## src/rtl/seq_detector_prog.sv

```systemverilog
// Runtime-programmable serial pattern detector: loadable pattern/length/overlap,
// valid-qualified input, registered match pulse and saturating match counter.
module seq_detector_prog #(
  parameter int                 MAX_LEN         = 8,
  parameter int                 LEN_W           = 4,
  parameter int                 CNT_W           = 16,
  parameter logic [MAX_LEN-1:0] DEFAULT_PATTERN = MAX_LEN'(8'b0000_1011),
  parameter int                 DEFAULT_LEN     = 4
) (
  input  logic               clock,
  input  logic               reset,
  input  logic               cfg_load,
  input  logic [MAX_LEN-1:0] cfg_pattern,
  input  logic [LEN_W-1:0]   cfg_len,
  input  logic               cfg_overlap,
  output logic               cfg_err,
  input  logic               in_valid,
  input  logic               in_bit,
  input  logic               clr_count,
  output logic               match,
  output logic [CNT_W-1:0]   match_count,
  output logic               armed
);

  typedef enum logic [0:0] {ST_FILL = 1'b0, ST_ARMED = 1'b1} state_t;

  state_t             state_q, state_d;
  logic [MAX_LEN-1:0] pattern_q, pattern_d;
  logic [LEN_W-1:0]   len_q, len_d;
  logic               overlap_q, overlap_d;
  logic [MAX_LEN-1:0] hist_q, hist_d;
  logic [LEN_W-1:0]   fill_q, fill_d;
  logic               match_q, match_d;
  logic [CNT_W-1:0]   count_q, count_d;
  logic               cfg_err_q, cfg_err_d;
  logic               armed_q, armed_d;

  logic               cfg_ok_s;
  logic [MAX_LEN:0]   hist_ext_s;
  logic [MAX_LEN-1:0] mask_s;
  logic [LEN_W-1:0]   fill_next_s;

  // Next-state computation for configuration, history, FSM and counter
  always_comb begin
    pattern_d   = pattern_q;
    len_d       = len_q;
    overlap_d   = overlap_q;
    hist_d      = hist_q;
    fill_d      = fill_q;
    state_d     = state_q;
    match_d     = 1'b0;
    count_d     = count_q;
    cfg_ok_s    = cfg_load && (cfg_len != {LEN_W{1'b0}}) && (cfg_len <= LEN_W'(MAX_LEN));
    cfg_err_d   = cfg_load && !cfg_ok_s;
    hist_ext_s  = {hist_q, in_bit};
    fill_next_s = (fill_q < len_q) ? (fill_q + LEN_W'(1)) : fill_q;
    for (int i = 0; i < MAX_LEN; i++) begin
      mask_s[i] = (LEN_W'(i) < len_q);
    end

    if (cfg_ok_s) begin
      // A good load restarts detection; the same-cycle input bit is dropped.
      pattern_d = cfg_pattern;
      len_d     = cfg_len;
      overlap_d = cfg_overlap;
      hist_d    = {MAX_LEN{1'b0}};
      fill_d    = {LEN_W{1'b0}};
      state_d   = ST_FILL;
    end else if (in_valid) begin
      hist_d  = hist_ext_s[MAX_LEN-1:0];
      fill_d  = fill_next_s;
      match_d = (fill_next_s >= len_q) && (((hist_d ^ pattern_q) & mask_s) == {MAX_LEN{1'b0}});
      if (match_d && !overlap_q) begin
        fill_d  = {LEN_W{1'b0}};
        state_d = ST_FILL;
      end else begin
        state_d = (fill_next_s == len_q) ? ST_ARMED : ST_FILL;
      end
    end else begin
      state_d = state_q;
    end

    if (clr_count) begin
      count_d = match_d ? CNT_W'(1) : {CNT_W{1'b0}};
    end else if (match_d && (count_q != {CNT_W{1'b1}})) begin
      count_d = count_q + CNT_W'(1);
    end else begin
      count_d = count_q;
    end

    armed_d = (state_d == ST_ARMED);
  end

  // State and output registers
  always_ff @(posedge clock or posedge reset) begin
    if (reset) begin
      state_q   <= ST_FILL;
      pattern_q <= DEFAULT_PATTERN;
      len_q     <= LEN_W'(DEFAULT_LEN);
      overlap_q <= 1'b1;
      hist_q    <= {MAX_LEN{1'b0}};
      fill_q    <= {LEN_W{1'b0}};
      match_q   <= 1'b0;
      count_q   <= {CNT_W{1'b0}};
      cfg_err_q <= 1'b0;
      armed_q   <= 1'b0;
    end else begin
      state_q   <= state_d;
      pattern_q <= pattern_d;
      len_q     <= len_d;
      overlap_q <= overlap_d;
      hist_q    <= hist_d;
      fill_q    <= fill_d;
      match_q   <= match_d;
      count_q   <= count_d;
      cfg_err_q <= cfg_err_d;
      armed_q   <= armed_d;
    end
  end

  assign match       = match_q;
  assign match_count = count_q;
  assign cfg_err     = cfg_err_q;
  assign armed       = armed_q;

endmodule
```

## config.mk

```make
export PLATFORM = sky130hd
export DESIGN_NAME = seq_detector_prog
export DESIGN_NICKNAME = d
export VERILOG_FILES = /design/src/rtl/seq_detector_prog.sv
export SDC_FILE = /design/constraint.sdc
export NUM_CORES = 1
export LEC_CHECK = 0
export ABC_AREA = 1
export ABC_CLOCK_PERIOD_IN_PS = 3000
export CAP_MARGIN = 5
export CORE_MARGIN = 1.5
export CORE_UTILIZATION = 40
export DETAILED_ROUTE_END_ITERATION = 8
export SLEW_MARGIN = 30
export SYNTH_ARGS = -nofsm -noshare
export SYNTH_HDL_FRONTEND = slang
export SYNTH_SLANG_ARGS = --single-unit
```

## constraint.sdc

```tcl
create_clock -name clock -period 3 [get_ports clock]
set_input_delay 0.3 -clock clock [delete_from_list [all_inputs] [get_ports clock]]
set_output_delay 0.3 -clock clock [all_outputs]
set_load 0.01 [all_outputs]
```

# Yosys cells after proc, flatten, opt, wreduce, memory -nomap -nowiden
# Cells that the tools add are included.
[classes]
add_sub_neg = 2
magnitude_cmp = 11
n_eq_ne = 2
mux = 15
n_bitwise = 2
reduce_logical = 12
[ops]
columns = ["op", "n"]
rows = [
  ["$mux 16", 2],
  ["$add 16x1->16 const B", 1],
  ["$lt 3x4->1 const A", 4],
  ["$mux 4", 4],
  ["$ne 16x16->1 const B", 1],
  ["$mux 7", 2],
  ["$and 8x8->8", 1],
  ["$logic_not 8->1", 1],
  ["$lt 1x4->1 const A", 2],
  ["$lt 2x4->1 const A", 2],
  ["$xor 8x8->8", 1],
  ["$mux 1", 7],
  ["$logic_and 1x1->1", 6],
  ["$add 4x1->4 const B", 1],
  ["$eq 4x4->1", 1],
  ["$ge 4x4->1", 1],
  ["$le 4x4->1 const B", 1],
  ["$lt 4x4->1", 1],
  ["$reduce_bool 2->1", 2],
  ["$reduce_bool 4->1", 1],
  ["$logic_not 1->1", 2],
]
[word_totals]
regBits = 43
inputBits = 19
out_inout_bits = 19
elab_cells = 53

# Depth between registers and ports, before layout
# Gate-level depths: netlist of the first run.
[logic_depth]
depth_word = 9
ltp_mapped = 19
ltp_nobuf = 19

# Least setup slack after synthesis of the first run
# No wires, ideal clock.
[synth_path]
path_type = "reg2reg"
from = "register len_q[1]"
to = "register count_q[13], in the netlist match_count[13]"
arrival_time_ps = 2449
path_slack_ps = 433
path_stages_with_launch = 19
cell_sequence = "dfrtp_1 > inv_1 > ha_1 > a21o_1 > nand3_1 > nand2_1 > o21ai_0 > inv_1 > ha_1 > nand2_1 > inv_1 > nand2_1 > nand2_1 > nor2_1 > nor2_4 > nand4_4 > buf_6 > nand3_1 > nand2_1"
[synth_between]
elab_chain_len = 8
elab_cells_between_ends = 18
cone_classes = "order compare (10); mux (3); bitwise (1); reduce/logical (4)"
[synth_rtl]
columns = ["item", "line", "source"]
rows = [
  ["start: declaration", "29", "logic [LEN_W-1:0] len_q, len_d;"],
  ["start signal: assignment", "99", "len_q <= LEN_W'(DEFAULT_LEN);"],
  ["start signal: assignment", "110", "len_q <= len_d;"],
  ["$lt 4x4->1, or another cell as far along", "56", "fill_next_s = (fill_q < len_q) ? (fill_q + LEN_W'(1)) : fill_q;"],
  ["$mux 4 / $and 8x8->8 (equally long branches)", "56, 72", ""],
  ["$ge 4x4->1 / $logic_not 8->1 (equally long branches)", "72", "match_d = (fill_next_s >= len_q) && (((hist_d ^ pattern_q) & mask_s) == {MAX_LEN{1'b0}});"],
  ["$logic_and 1x1->1 *", "72", ""],
  ["$mux 1 *", "69", "end else if (in_valid) begin"],
  ["$mux 1 *", "61", "if (cfg_ok_s) begin"],
  ["$logic_and 1x1->1 *", "85", "end else if (match_d && (count_q != {CNT_W{1'b1}})) begin"],
  ["$reduce_bool 2->1 (no source line) *", "-", ""],
  ["end signal: assignment", "104", "count_q <= {CNT_W{1'b0}};"],
  ["end signal: assignment", "115", "count_q <= count_d;"],
  ["end: declaration", "34", "logic [CNT_W-1:0] count_q, count_d;"],
]
# Every way passes the cells marked *; elsewhere a longest branch is shown, timed or not.
# A chain may end at the register's enable or synchronous reset.

# Final worst setup path of the first run
[layout_path]
from = "register len_q[1]"
to = "register count_q[5], in the netlist match_count[5]"
# Same word-level chain as after synthesis.

==> results.py, run 1 <==
metrics = {
    "timing": {
        "period_needed_ps": 2750,
        "min_period_over_period": 0.917,
        "slew_headroom": 0.639,
        "fin_skew_ps": 10.7,
        "worst_pin_slew_ps": 542,
        "drv_slew": 0,
        "fmax_ghz": 0.363,
        "hold_viol": 0,
        "setup_viol": 0,
    },
    "clocking": {
        "ctsRootBufferMaster": "clkbuf_8",
        "clkTransAtPathRegs_ps": 90,
        "cts_tree": "built",
        "cts_sinks": 43,
        "postCtsHoldBufs": 0,
        "clockBufferDepth": 2,
        "htree_levels": 2,
        "cts-buffers-inserted": 5,
        "clk_latency_ps": 300,
    },
    "layout": {
        "syn_to_final_growth_pct": 25.0,
        "mostFrequentLayoutCells": "nand2_1 (108), nand3_1 (40), inv_1 (38), dfrtp_1 (38), clkdlybuf4s50_1 (37)",
        "final_common_cell": "nand2_1",
        "finalNetCount": 418,
        "antenna_cells": 0,
        "final_layout_size_suffix_gt1_frac": 0.113,
        "layoutNonFillerInstCount": 468,
        "fin_area_um2": 3220,
    },
    "global_routing": {
        "grt_pass1_vias": 2152,
        "grt_max_degree": 44,
        "antenna_found_initial": 0,
        "grt_pass1_wl_um": 10200,
        "overflow": 0,
        "grt_usage": 0.179,
    },
    "synthesis": {
        "syn_inst": 342,
        "synth_nets": 370,
        "synth_area_per_cell_um2": 7.53,
        "yosysWarnings": 0,
        "netlist_area_um2": 2570,
        "yosysSeqAreaShare": 0.420,
        "synth_seq_cells": 43,
        "yosysUniqueCellTypes": 28,
    },
    "status": {
        "status": "complete, no violations",
    },
    "pwr": {
        "power_density_nw_per_um2": 610,
        "p_leak_uw": 0.00160,
        "ir_drop_v": 0.000423,
    },
    "drt": {
        "drt_iter0_markers": 82,
        "drc": 0,
        "wl_um": 5840,
        "vias": 2300,
        "vias_per_cell": 4.91,
        "ant_nets": 0,
        "wire_per_inst_um": 12.5,
        "firstDrtPassIters": 5,
    },
    "placed_design": {
        "gp_congestion": 0.861,
        "place_inst": 456,
        "dp_hpwl_um": 4250,
        "port_buffers": 37,
        "post_dp_cell_area_um2": 3060,
    },
    "setup_path": {
        "cp.required_ps": 3190,
        "crit_type": "flip-flop to flip-flop",
        "cp-end-kind": "flip-flop",
        "critPathLaunchType": "flip-flop",
        "cp_data_arrival_time_ps": 2940,
        "rr_worst_depth": 17,
        "cp_max_fo": 8,
    },
    "flow_run": {
        "maxCapViolations": 0,
    },
    "die": {
        "fp.dieArea_um2": 6930,
        "placeableCoreArea_um2": 6280,
        "io_pins": 38,
        "die_width_um": 83.2,
        "initial_core_util": 0.410,
        "rows": 29,
        "die_h_um": 83.2,
    },
    "min_path": {
        "worstHoldPathType": "primary input to async pin",
    },
}
==> final timing paths <==
path	endpoint	start	slack [ps]
max in group asynchronous	overlap_q$_DFFE_PP1P_	reset	2190
setup / recovery	match_count[5]$_DFFE_PP0P_	len_q[1]$_DFFE_PP0P_	250
setup reg to reg	match_count[5]$_DFFE_PP0P_	len_q[1]$_DFFE_PP0P_	250
hold reg to reg	overlap_q$_DFFE_PP1P_	overlap_q$_DFFE_PP1P_	470
min in group clock	overlap_q$_DFFE_PP1P_	overlap_q$_DFFE_PP1P_	470
hold / removal	len_q[3]$_DFFE_PP0P_	reset	430
==> layer usage <==
layer | up-vias | part of all wire | track usage
met5 | - | 0 | 0
met4 | 0 | 0.0086 | 0.0485
met3 | 4 | 0.040 | 0.0437
met2 | 44 | 0.44 | 0.263
met1 | 1061 | 0.51 | 0.263
li1 | 1191 | - | -
==> through the flow <==
step | utilization | hold WS (ps) | total power, uW | setup TNS, ps | setup slack, ps
after global routing | 0.513 | 500 | 2140 | -17.1 | -16.2
after CTS | 0.505 | 454 | 1920 | 0 | 81.7
after floorplan | - | 396 | 1250 | 0 | 433
after detailed placement | 0.487 | 458 | 1450 | 0 | 119
after global placement | 0.487 | 455 | 1430 | 0 | 216
final | 0.513 | 430 | 1960 | 0 | 248
==> cells in the mapped netlist (all sizes together) <==
cell type  count  area share
a21boi         1      0.0044
a21o           1      0.0029
a21oi          3      0.0058
buf            3      0.0083
clkbuf         4      0.0058
clkinv         1      0.0015
dfrtp         38        0.37
dfstp          5       0.051
ha             9       0.044
inv           44       0.064
nand2        111        0.16
nand3         41       0.082
nand3b         1      0.0029
nand4          7       0.023
nor2          30       0.060
nor3           1      0.0019
o21ai         18       0.035
o22ai          7       0.017
xnor2          3       0.010
xor2          14       0.048
==> layout make-up <==
class / count / area, um2
Tap cell: 77 / 96.3
Sequential cell: 43 / 1080
Multi-Input combinational cell: 248 / 1310
Fill cell: 610 / 3060
Clock inverter: 3 / 46.3
Inverter: 45 / 169
Timing Repair Buffer: 47 / 445
Clock buffer: 5 / 68.8
==> worst max-delay path, stage by stage, from the launching register on <==
cell and delay (ps):
dfrtp_1 420, inv_1 100, ha_1 300, a21o_1 170, nand3_1 120, nand2_2 110, xor2_1 270, ha_1 290
nand2_1 60, inv_1 40, nand2_1 60, nand2_1 50, nor2_1 180, nor2_4 70, nand4_4 100, nand2_2 150
nand2_1 110, nand2_1 50
==> sequential cells by signal, summed over array words and instances (netlist names) <==
| register | cells |
|---|---|
| match_count | 16 |
| pattern_q | 8 |
| hist_q | 7 |
| fill_q | 4 |
| len_q | 4 |
| armed | 1 |
| cfg_err | 1 |
| match | 1 |
| overlap_q | 1 |
==> report_power, final <==
group / total [uW] / internal (uW) / switching [uW]
combinational: 779 / 320 / 459
sequential: 722 / 653 / 68.5
clock: 462 / 251 / 211
total: 1960 / 1220 / 738
==> what timing repair did <==
action / in CTS / in global routing
endpoints found under the hold margin: 0 / 0
buffers inserted: 0 / 3
gates resized for setup: 0 / 4
endpoints found under the setup margin: 0 / 20
==> kinds of logic after synthesis <==
family | Yosys count | synth area share
AO/OA/AOI/OAI | 30 | 0.0651
XOR/XNOR | 17 | 0.0578
adder cells (fa/ha/maj) | 9 | 0.0437
buffers and inverters | 52 | 0.0797
flip-flops | 43 | 0.420
AND/OR/NAND/NOR | 191 | 0.333
Power figures use the tool's default switching activity.
==> run 2, diff against run 1 <==
HOLD_SLACK_MARGIN = 0.06   (was not set)
==> results of run 2 <==
Final layout, timing and power as in run 1 (identical DEF).
